===== src/rtl/scan_test_ctrl_if.sv =====
// Host and chain-pin bundle for scan_test_ctrl.
// master: the test host and chain side. slave: the controller.
interface scan_test_ctrl_if #(
    parameter int unsigned CHAIN_LEN = 16
) ();

    // Host request
    logic                 start;
    logic [1:0]           capture_mode;
    logic [CHAIN_LEN-1:0] pattern_in;
    logic [CHAIN_LEN-1:0] expect_in;

    // Chain pins
    logic                 scan_data_out;
    logic                 scan_enable;
    logic                 scan_data_in;
    logic                 send_cap_en;
    logic                 recv_cap_en;

    // Status and result
    logic                 busy;
    logic                 done;
    logic                 pass;
    logic [CHAIN_LEN-1:0] result;

    modport master (
        output start, capture_mode, pattern_in, expect_in, scan_data_out,
        input  scan_enable, scan_data_in, send_cap_en, recv_cap_en,
        input  busy, done, pass, result
    );

    modport slave (
        input  start, capture_mode, pattern_in, expect_in, scan_data_out,
        output scan_enable, scan_data_in, send_cap_en, recv_cap_en,
        output busy, done, pass, result
    );

endinterface


===== src/rtl/scan_test_ctrl.sv =====
// Scan test sequencer for the 16-flop send/recv chain: load shift,
// launch/capture window, unload shift, then compare against expect.
// Optional build macro SCAN_OVERLAP_EN: a start sampled in the last unload
// cycle chains the next test, with unload shifting in the live pattern_in
// bits so the unload doubles as the next load and the DONE cycle is skipped.
module scan_test_ctrl #(
    parameter int unsigned CHAIN_LEN = 16,
    parameter int unsigned CNT_W     = 5
) (
    input  logic            CK,
    input  logic            RST,
    scan_test_ctrl_if.slave bus
);

    localparam int unsigned      IDX_W     = (CHAIN_LEN > 1) ? $clog2(CHAIN_LEN) : 1;
    localparam logic [CNT_W-1:0] LAST      = CNT_W'(CHAIN_LEN - 1);
    localparam logic [1:0]       MODE_SEND = 2'b01;
    localparam logic [1:0]       MODE_RECV = 2'b10;
    localparam logic [1:0]       MODE_BOTH = 2'b11;

`ifdef SCAN_OVERLAP_EN
    localparam bit OVERLAP = 1'b1;
`else
    localparam bit OVERLAP = 1'b0;
`endif

    typedef enum logic [2:0] {
        IDLE,
        LOAD,
        CAPTURE,
        UNLOAD,
        DONE
    } state_t;

    state_t               state_q, state_d;
    logic [CNT_W-1:0]     cnt_q, cnt_d;
    logic [CHAIN_LEN-1:0] pattern_q, pattern_d;
    logic [CHAIN_LEN-1:0] expect_q, expect_d;
    logic [1:0]           mode_q, mode_d;
    logic [CHAIN_LEN-1:0] shift_q, shift_d;
    logic [CHAIN_LEN-1:0] result_q, result_d;
    logic                 pass_q, pass_d;
    logic                 scan_enable_q, scan_enable_d;
    logic                 sdi_q, sdi_d;
    logic                 send_q, send_d;
    logic                 recv_q, recv_d;
    logic                 busy_q, busy_d;
    logic                 done_q, done_d;

    logic [IDX_W-1:0]     idx_c;
    logic [IDX_W-1:0]     idx_nxt_c;
    logic [CHAIN_LEN-1:0] final_resp_c;

    // First capture cycle enables: {send, recv}; mode 11 launches in send first.
    function automatic logic [1:0] cap_first(input logic [1:0] m);
        return {(m == MODE_SEND) || (m == MODE_BOTH), (m == MODE_RECV)};
    endfunction

    // Bit position of the current and next shift cycle.
    assign idx_c        = cnt_q[IDX_W-1:0];
    assign idx_nxt_c    = IDX_W'(cnt_q + CNT_W'(1));
    // Full response as it will stand once the last unload bit is captured.
    assign final_resp_c = {bus.scan_data_out, shift_q[CHAIN_LEN-2:0]};

    // State register and registered outputs.
    always_ff @(posedge CK) begin
        if (RST) begin
            state_q       <= IDLE;
            cnt_q         <= '0;
            pattern_q     <= '0;
            expect_q      <= '0;
            mode_q        <= '0;
            shift_q       <= '0;
            result_q      <= '0;
            pass_q        <= 1'b0;
            scan_enable_q <= 1'b0;
            sdi_q         <= 1'b0;
            send_q        <= 1'b0;
            recv_q        <= 1'b0;
            busy_q        <= 1'b0;
            done_q        <= 1'b0;
        end else begin
            state_q       <= state_d;
            cnt_q         <= cnt_d;
            pattern_q     <= pattern_d;
            expect_q      <= expect_d;
            mode_q        <= mode_d;
            shift_q       <= shift_d;
            result_q      <= result_d;
            pass_q        <= pass_d;
            scan_enable_q <= scan_enable_d;
            sdi_q         <= sdi_d;
            send_q        <= send_d;
            recv_q        <= recv_d;
            busy_q        <= busy_d;
            done_q        <= done_d;
        end
    end

    // Next state plus next value of every registered output.
    always_comb begin
        state_d       = state_q;
        cnt_d         = cnt_q;
        pattern_d     = pattern_q;
        expect_d      = expect_q;
        mode_d        = mode_q;
        shift_d       = shift_q;
        result_d      = result_q;
        pass_d        = pass_q;
        scan_enable_d = 1'b0;
        sdi_d         = 1'b0;
        send_d        = 1'b0;
        recv_d        = 1'b0;
        busy_d        = 1'b0;
        done_d        = 1'b0;

        unique case (state_q)
            IDLE: begin
                if (bus.start) begin
                    pattern_d     = bus.pattern_in;
                    expect_d      = bus.expect_in;
                    mode_d        = bus.capture_mode;
                    cnt_d         = '0;
                    state_d       = LOAD;
                    busy_d        = 1'b1;
                    scan_enable_d = 1'b1;
                    sdi_d         = bus.pattern_in[0];
                end
            end

            LOAD: begin
                busy_d = 1'b1;
                if (cnt_q == LAST) begin
                    state_d          = CAPTURE;
                    cnt_d            = '0;
                    {send_d, recv_d} = cap_first(mode_q);
                end else begin
                    cnt_d         = cnt_q + CNT_W'(1);
                    scan_enable_d = 1'b1;
                    sdi_d         = pattern_q[idx_nxt_c];
                end
            end

            CAPTURE: begin
                busy_d = 1'b1;
                if ((mode_q == MODE_BOTH) && (cnt_q == '0)) begin
                    cnt_d  = CNT_W'(1);
                    recv_d = 1'b1;
                end else begin
                    state_d       = UNLOAD;
                    cnt_d         = '0;
                    scan_enable_d = 1'b1;
                    sdi_d         = OVERLAP ? bus.pattern_in[0] : 1'b0;
                end
            end

            UNLOAD: begin
                busy_d         = 1'b1;
                shift_d[idx_c] = bus.scan_data_out;
                if (cnt_q == LAST) begin
                    result_d = final_resp_c;
                    pass_d   = (final_resp_c == expect_q);
                    done_d   = 1'b1;
                    cnt_d    = '0;
                    if (OVERLAP && bus.start) begin
                        // Chained test: the unload just done was also its load.
                        pattern_d        = bus.pattern_in;
                        expect_d         = bus.expect_in;
                        mode_d           = bus.capture_mode;
                        state_d          = CAPTURE;
                        {send_d, recv_d} = cap_first(bus.capture_mode);
                    end else begin
                        state_d = DONE;
                    end
                end else begin
                    cnt_d         = cnt_q + CNT_W'(1);
                    scan_enable_d = 1'b1;
                    sdi_d         = OVERLAP ? bus.pattern_in[idx_nxt_c] : 1'b0;
                end
            end

            DONE: begin
                state_d = IDLE;
            end

            default: begin
                state_d = IDLE;
            end
        endcase
    end

    // Drive the bundle from the output registers.
    assign bus.scan_enable  = scan_enable_q;
    assign bus.scan_data_in = sdi_q;
    assign bus.send_cap_en  = send_q;
    assign bus.recv_cap_en  = recv_q;
    assign bus.busy         = busy_q;
    assign bus.done         = done_q;
    assign bus.pass         = pass_q;
    assign bus.result       = result_q;

endmodule


===== src/flat_wrapper.sv =====
// flat-port wrapper written by rule: the top's interface ports become plain ports
module scan_test_ctrl_flat 
#(
    parameter int unsigned CHAIN_LEN = 16,
    parameter int unsigned CNT_W     = 5
)
  (CK, RST, bus_start, bus_capture_mode, bus_pattern_in, bus_expect_in, bus_scan_data_out, bus_scan_enable, bus_scan_data_in, bus_send_cap_en, bus_recv_cap_en, bus_busy, bus_done, bus_pass, bus_result);
  scan_test_ctrl_if #(.CHAIN_LEN(CHAIN_LEN)) bus_i ();
  input  logic CK;
  input  logic RST;
  input wire logic [$bits(bus_i.start)-1:0] bus_start;
  input wire logic [$bits(bus_i.capture_mode)-1:0] bus_capture_mode;
  input wire logic [$bits(bus_i.pattern_in)-1:0] bus_pattern_in;
  input wire logic [$bits(bus_i.expect_in)-1:0] bus_expect_in;
  input wire logic [$bits(bus_i.scan_data_out)-1:0] bus_scan_data_out;
  output wire logic [$bits(bus_i.scan_enable)-1:0] bus_scan_enable;
  output wire logic [$bits(bus_i.scan_data_in)-1:0] bus_scan_data_in;
  output wire logic [$bits(bus_i.send_cap_en)-1:0] bus_send_cap_en;
  output wire logic [$bits(bus_i.recv_cap_en)-1:0] bus_recv_cap_en;
  output wire logic [$bits(bus_i.busy)-1:0] bus_busy;
  output wire logic [$bits(bus_i.done)-1:0] bus_done;
  output wire logic [$bits(bus_i.pass)-1:0] bus_pass;
  output wire logic [$bits(bus_i.result)-1:0] bus_result;
  assign bus_i.start = bus_start;
  assign bus_i.capture_mode = bus_capture_mode;
  assign bus_i.pattern_in = bus_pattern_in;
  assign bus_i.expect_in = bus_expect_in;
  assign bus_i.scan_data_out = bus_scan_data_out;
  assign bus_scan_enable = bus_i.scan_enable;
  assign bus_scan_data_in = bus_i.scan_data_in;
  assign bus_send_cap_en = bus_i.send_cap_en;
  assign bus_recv_cap_en = bus_i.recv_cap_en;
  assign bus_busy = bus_i.busy;
  assign bus_done = bus_i.done;
  assign bus_pass = bus_i.pass;
  assign bus_result = bus_i.result;
  scan_test_ctrl #(.CHAIN_LEN(CHAIN_LEN), .CNT_W(CNT_W)) u_core (.CK(CK), .RST(RST), .bus(bus_i));
endmodule

===== config.mk =====
export PLATFORM = sky130hd
export DESIGN_NAME = scan_test_ctrl_flat
export DESIGN_NICKNAME = d
export VERILOG_FILES = /design/src/rtl/scan_test_ctrl_if.sv /design/src/rtl/scan_test_ctrl.sv /design/src/flat_wrapper.sv
export SDC_FILE = /design/constraint.sdc
export NUM_CORES = 1
export LEC_CHECK = 0
export ABC_AREA = 1
export CORE_MARGIN = 2
export CORE_UTILIZATION = 40
export DETAILED_ROUTE_END_ITERATION = 12
export PLACE_DENSITY = 0.72
export SETUP_SLACK_MARGIN = 0.5
export SYNTH_ARGS = -nofsm -noshare
export SYNTH_HDL_FRONTEND = slang
export SYNTH_SLANG_ARGS = --single-unit

===== constraint.sdc =====
create_clock -name CK -period 1.6 [get_ports CK]
set_input_delay 0.32 -clock CK [delete_from_list [all_inputs] [get_ports CK]]
set_output_delay 0.32 -clock CK [all_outputs]
set_load 0.05 [all_outputs]

==> After elaboration in Yosys (flattened, before gate mapping) <==
Cells that the tools add are included.
{ "word_totals": {"reg_bits": 81, "latch_bits": 0, "mem_bits_rw": 0, "romBits": 0, "input_bits": 38, "output_inout_bits": 23, "word_cells": 73, "n_memories": 0} }
{ "op_classes": {"addsub": 1, "mul": 0, "n_div": 0, "magnitude_cmp": 3, "n_eq_ne": 12, "n_shift": 0, "muxes": 26, "bitwise": 3, "n_reduce_logical": 14} }
{ "ops": {"columns": ["op", "count"], "rows": [
  ["16-bit bitwise mux", 1],
  ["16-bit equality test", 1],
  ["5-bit one-hot mux with 3 select lines", 1],
  ["3-bit 2-to-1 mux", 4],
  ["3-bit one-hot mux with 4 select lines", 1],
  ["1-bit 2-to-1 mux", 11],
  ["4-bit by 5-bit < comparator with 1-bit output, second input constant", 2],
  ["5-bit 2-to-1 mux", 2],
  ["3-bit by 2-bit equality test with 1-bit output, second input constant", 2],
  ["1-bit one-hot mux with 2 select lines", 3],
  ["2-bit AND reduction", 3],
  ["3-bit OR reduction", 2],
  ["5-bit by 1-bit adder with 5-bit output, second input constant", 1],
  ["5-bit by 4-bit equality test with 1-bit output, second input constant", 1],
  ["5-bit zero test", 1],
  ["1-bit binary-select mux with 4-bit select", 1],
  ["1-bit demux with 4-bit select", 1],
  ["2-bit equality test, second input constant", 2],
  ["4-bit by 1-bit >= comparator with 1-bit output, second input constant", 1],
  ["2-bit by 1-bit inequality test with 1-bit output, second input constant", 2],
  ["2-bit inequality test, second input constant", 2],
  ["4-bit AND reduction", 1],
  ["2-bit OR reduction", 2],
  ["3-bit by 1-bit equality test with 1-bit output, second input constant", 1],
  ["7 further kinds", 10]
]} }

==> Logic depth before layout (Yosys ltp) <==
Gate-level depths: netlist of run 1.
{ "depth": {"word_depth": 5, "ltp_mapped": 11, "ltp_nobuf": 10} }

==> Worst setup path after synthesis of run 1 <==
OpenSTA, ideal clock, no wires.
{ "synth_path": {"kind": "register -> register", "from": "register u_core.cnt_q[0]", "to": "register u_core.sdi_q, in the netlist u_core.bus.scan_data_in", "setup_ns": 0.070, "arrival_time_ns": 1.595, "required_ns": 1.530, "slack_ns": -0.064, "stages_incl_launch_ff": 12, "period_less_slack_ns": 1.664, "cell_sequence": "dfxtp_1 buf_2 inv_1 buf_2 ha_1 inv_1 nand3_1 nand3_1 nand3_1 nand2_1 nand2_1 a21oi_1"} }
{ "synth_between": {"elab_chain_len": 5, "elab_cells_between_ends": 6} }
{ "synth_lines": {"columns": ["item", "line_no", "rtl"], "rows": [
  ["start: declaration", "scan_test_ctrl.sv:36", "logic [CNT_W-1:0] cnt_q, cnt_d;"],
  ["start signal: assignment", "scan_test_ctrl.sv:84", "cnt_q <= cnt_d;"],
  ["5-bit by 1-bit adder with 5-bit output", null, null],
  ["1-bit binary-select mux with 4-bit select", "scan_test_ctrl.sv:140", "sdi_d = pattern_q[idx_nxt_c];"],
  ["1-bit 2-to-1 mux (not written as such)", "scan_test_ctrl.sv:140", null],
  ["1-bit 2-to-1 mux *", "scan_test_ctrl.sv:133", "if (cnt_q == LAST) begin"],
  ["1-bit one-hot mux with 2 select lines *", "scan_test_ctrl.sv:117", "unique case (state_q)"],
  ["end signal: assignment", "scan_test_ctrl.sv:92", "sdi_q <= sdi_d;"],
  ["end: declaration", "scan_test_ctrl.sv:44", "logic sdi_q, sdi_d;"]
]} }
Every way passes the cells marked *; elsewhere a longest branch is shown, timed or not. The select of a mux whose other input is x is not followed.
A chain may end at the register's enable or synchronous reset.

==> Worst setup path in the final report of run 1 <==
Same ends and word-level chain as after synthesis.

==> results.sh, run 1 <==
export IMPL_dieArea_um2=9360
export IMPL_post_route_period_util=0.947
export IMPL_grt_first_pass_wirelength_um=17100
export IMPL_p_seq_frac=0.309
export IMPL_rsz0062_at_grt="true"
export IMPL_worstHoldPathType="reg2reg"
export IMPL_first_pass_iters=5
export IMPL_portBuffers=60
export IMPL_ios=61
export IMPL_synth_flop_cell="dfxtp_1"
export IMPL_drc=0
export IMPL_cts_buffers=9
export IMPL_fill_cells=501
export IMPL_async_flop_share=0
export IMPL_first_global_vias=3666
export IMPL_synth_avg_cell_area_um2=7.44
export IMPL_synth_area_leaders="dfxtp_1, nand2_1, a21oi_1"
export IMPL_crit_path_end_kind="flop"
export IMPL_netlist_area_leader_share=0.466
export IMPL_wirelength_um=11900
export IMPL_regArea_um2=1650
export IMPL_grt_max_degree=37
export IMPL_worstSkewPairLatency_ns=0.37
export IMPL_avgViaCountPerCell=5.44
export IMPL_final_cell_mix="nand2_1, dfxtp_1, inv_1"
export IMPL_peakVddDrop_mv=1.05
export IMPL_multi_input_area_um2=2210
export IMPL_synthDistinctLibCells=32
export IMPL_drv_slew=0
export IMPL_num_rows=33
export IMPL_final_common_cell="nand2_1"
export IMPL_maxCapViolations=0
export IMPL_drive_gt1_frac=0.492
export IMPL_setup_viol=0
export IMPL_final_util=0.733
export IMPL_hold_viol=0
export IMPL_fin_ws_ns=0.0853
export IMPL_synth_seq_cells=80
export IMPL_nNetsFinal=622
export IMPL_drtIter0Drc=253
export IMPL_synth_top_cell_by_area="dfxtp_1"
export IMPL_p_sw_frac=0.385
export IMPL_synth_edf_count=0
export IMPL_wl_per_cell_um=17.2
export IMPL_clk_pin_slew_ns=0.08
export IMPL_n_antenna_cell=0
export IMPL_htreeDepth=3
export IMPL_grt_ovfl_total=0
export IMPL_power_switching_mw=3.14
export IMPL_ant_nets=0
export IMPL_core_area_um2=8260
export IMPL_cp_max_fo=6
export IMPL_area_growth_pct=75.9
export IMPL_max_slew_margin=0.789
export IMPL_start_kind="flop"
export IMPL_root_buffer="clkbuf_8"
export IMPL_cts_path_max_buffers=2
export IMPL_crit_required_ns=1.89
export IMPL_power_density_nw_per_um2=1350
export IMPL_die_h_um=96.7
export IMPL_p_leak_nw=2.49
export IMPL_clock_skew_ns=0.0163
export IMPL_ys_seq_area_frac=0.466
export IMPL_gp_congestion=0.923
export IMPL_routed_via_count=3751
export IMPL_start_util=0.417
export IMPL_hpwl_um=5860
export IMPL_antenna_found_initial=0
export IMPL_cts_tree="done"
export IMPL_yosysWarnings=0
export IMPL_syn_inst=462
export IMPL_cts_sinks=80
export IMPL_worst_pin_slew_ns=0.314
export IMPL_period_minus_slack_ns=1.51
export IMPL_grt_util_all_layers=0.226
export IMPL_netlist_area_um2=3440
export IMPL_power_frac_clock=0.202
export IMPL_arrival_ns=1.81
export IMPL_p_int_mw=5.01
export IMPL_pre_cts_ws_ns=-0.0410
export IMPL_outcome="finished, final reports clean"
export IMPL_fmax_ghz=0.660
export IMPL_combPwrFrac=0.489
export IMPL_cts_hold_buf=0
export IMPL_mappedNetlistNets=504
export IMPL_die_width_um=96.7
export IMPL_critPathKind="reg2reg"
## logic make-up after synthesis
group / Yosys count / synth area share
flops: 80 / 0.466
buf+inv: 83 / 0.0975
simple gates: 166 / 0.212
xor+xnor: 12 / 0.0306
fa+ha+maj: 4 / 0.0146
compound gates: 117 / 0.180
## worst max-delay path, cell delays in order, from the launching register on
cell and delay [ns]:
dfxtp_4 0.38, buf_6 0.12, inv_6 0.04, ha_4 0.26
inv_6 0.10, nand3_2 0.09, nand3_2 0.10, nand3_2 0.07
nand2_2 0.08, nand2_2 0.07, a21oi_2 0.12
## synth_stat cells, types with 4 or more instances
master     n
dfxtp_1   80
nand2_1   76
inv_1     57
a21oi_1   54
o21ai_0   44
nor2_1    40
nand3_1   28
clkbuf_1  12
xnor2_1    9
o21ai_1    7
buf_2      6
nand4_1    6
nor3_1     6
a21oi_2    4
ha_1       4
## through the flow
stage          std cells  total power, mW  TNS, ns  instance area [um2]  hold slack, ns
3_5_place_dp         624             4.51  -0.0798                 4300           0.446
6_report             690             8.15        0                 6050           0.460
3_3_place_gp         624             4.46        0                 4300           0.441
2_1_floorplan        462             3.97        0                 3560           0.429
5_1_grt              690             8.50        0                 6050           0.482
4_1_cts              676             7.29        0                 5540           0.455
## layout make-up
class / count / share of cell area
clock buffers: 10 / 0.0228
flip-flops and latches: 80 / 0.273
repair inverters: 1 / 0.00145
clock inverters: 6 / 0.0137
inverters: 62 / 0.0455
repair buffers: 127 / 0.257
well taps: 105 / 0.0217
multi-input cells: 299 / 0.366
## routing by layer
metal,GRT usage,up-vias,part of all wire
li1,-,1746,-
met1,0.268,1818,0.39
met2,0.378,146,0.51
met3,0.0564,41,0.059
met4,0.113,0,0.034
met5,0,-,0
## power by group through the flow
stage,Clock [mW],Sequential (mW),Combinational (mW)
final,1.65,2.52,3.98
after global placement,0,2.48,1.98
after floorplan,0,2.56,1.41
after detailed placement,0,2.49,2.02
after global routing,1.76,2.54,4.20
after CTS,1.65,2.49,3.15
## path summary, 6_finish.rpt
path,slack [ns],cells past startpoint,start,end
hold / removal,0.46,2,u_core.pattern_q[2],u_core.pattern_q[2]
hold reg to reg,0.46,2,u_core.pattern_q[2],u_core.pattern_q[2]
setup / recovery,0.09,10,u_core.cnt_q[0],u_core.bus.scan_data_in
setup reg to reg,0.09,10,u_core.cnt_q[0],u_core.bus.scan_data_in
## repair_timing
item	in CTS	in global routing
endpoints found under the setup margin	103	103
setup buffers	28	12
resized for setup	191	101
cloned	8	2
pin swaps	33	40
## registers in the layout, indices dropped and copies added, names as in the netlist
| signal | cells |
|---|---|
| u_core.pattern_q | 16 |
| u_core.bus.result | 16 |
| u_core.mode_q | 2 |
| u_core.bus.scan_data_in | 1 |
| u_core.shift_q | 15 |
| u_core.state_q | 3 |
| u_core.bus.done | 1 |
| u_core.expect_q | 16 |
| u_core.bus.busy | 1 |
| u_core.bus.recv_cap_en | 1 |
| u_core.bus.pass | 1 |
| u_core.bus.scan_enable | 1 |
| u_core.cnt_q | 5 |
| u_core.bus.send_cap_en | 1 |
(Power assumes the default switching activity.)
==> run 2, diff against run 1 <==
--- a/config.mk
+++ b/config.mk
@@ -11,6 +11,7 @@
 export DETAILED_ROUTE_END_ITERATION = 12
 export PLACE_DENSITY = 0.72
 export SETUP_SLACK_MARGIN = 0.5
+export SKIP_LAST_GASP = 1
 export SYNTH_ARGS = -nofsm -noshare
 export SYNTH_HDL_FRONTEND = slang
 export SYNTH_SLANG_ARGS = --single-unit
==> results of run 2 <==
Final layout, timing and power as in run 1 (identical DEF).
==> run 3, diff against run 2 <==
--- a/config.mk
+++ b/config.mk
@@ -9,6 +9,7 @@
 export CORE_MARGIN = 2
 export CORE_UTILIZATION = 40
 export DETAILED_ROUTE_END_ITERATION = 12
+export HOLD_SLACK_MARGIN = 0.12
 export PLACE_DENSITY = 0.72
 export SETUP_SLACK_MARGIN = 0.5
 export SKIP_LAST_GASP = 1
==> results of run 3 <==
Final layout, timing and power as in run 1 (identical DEF).
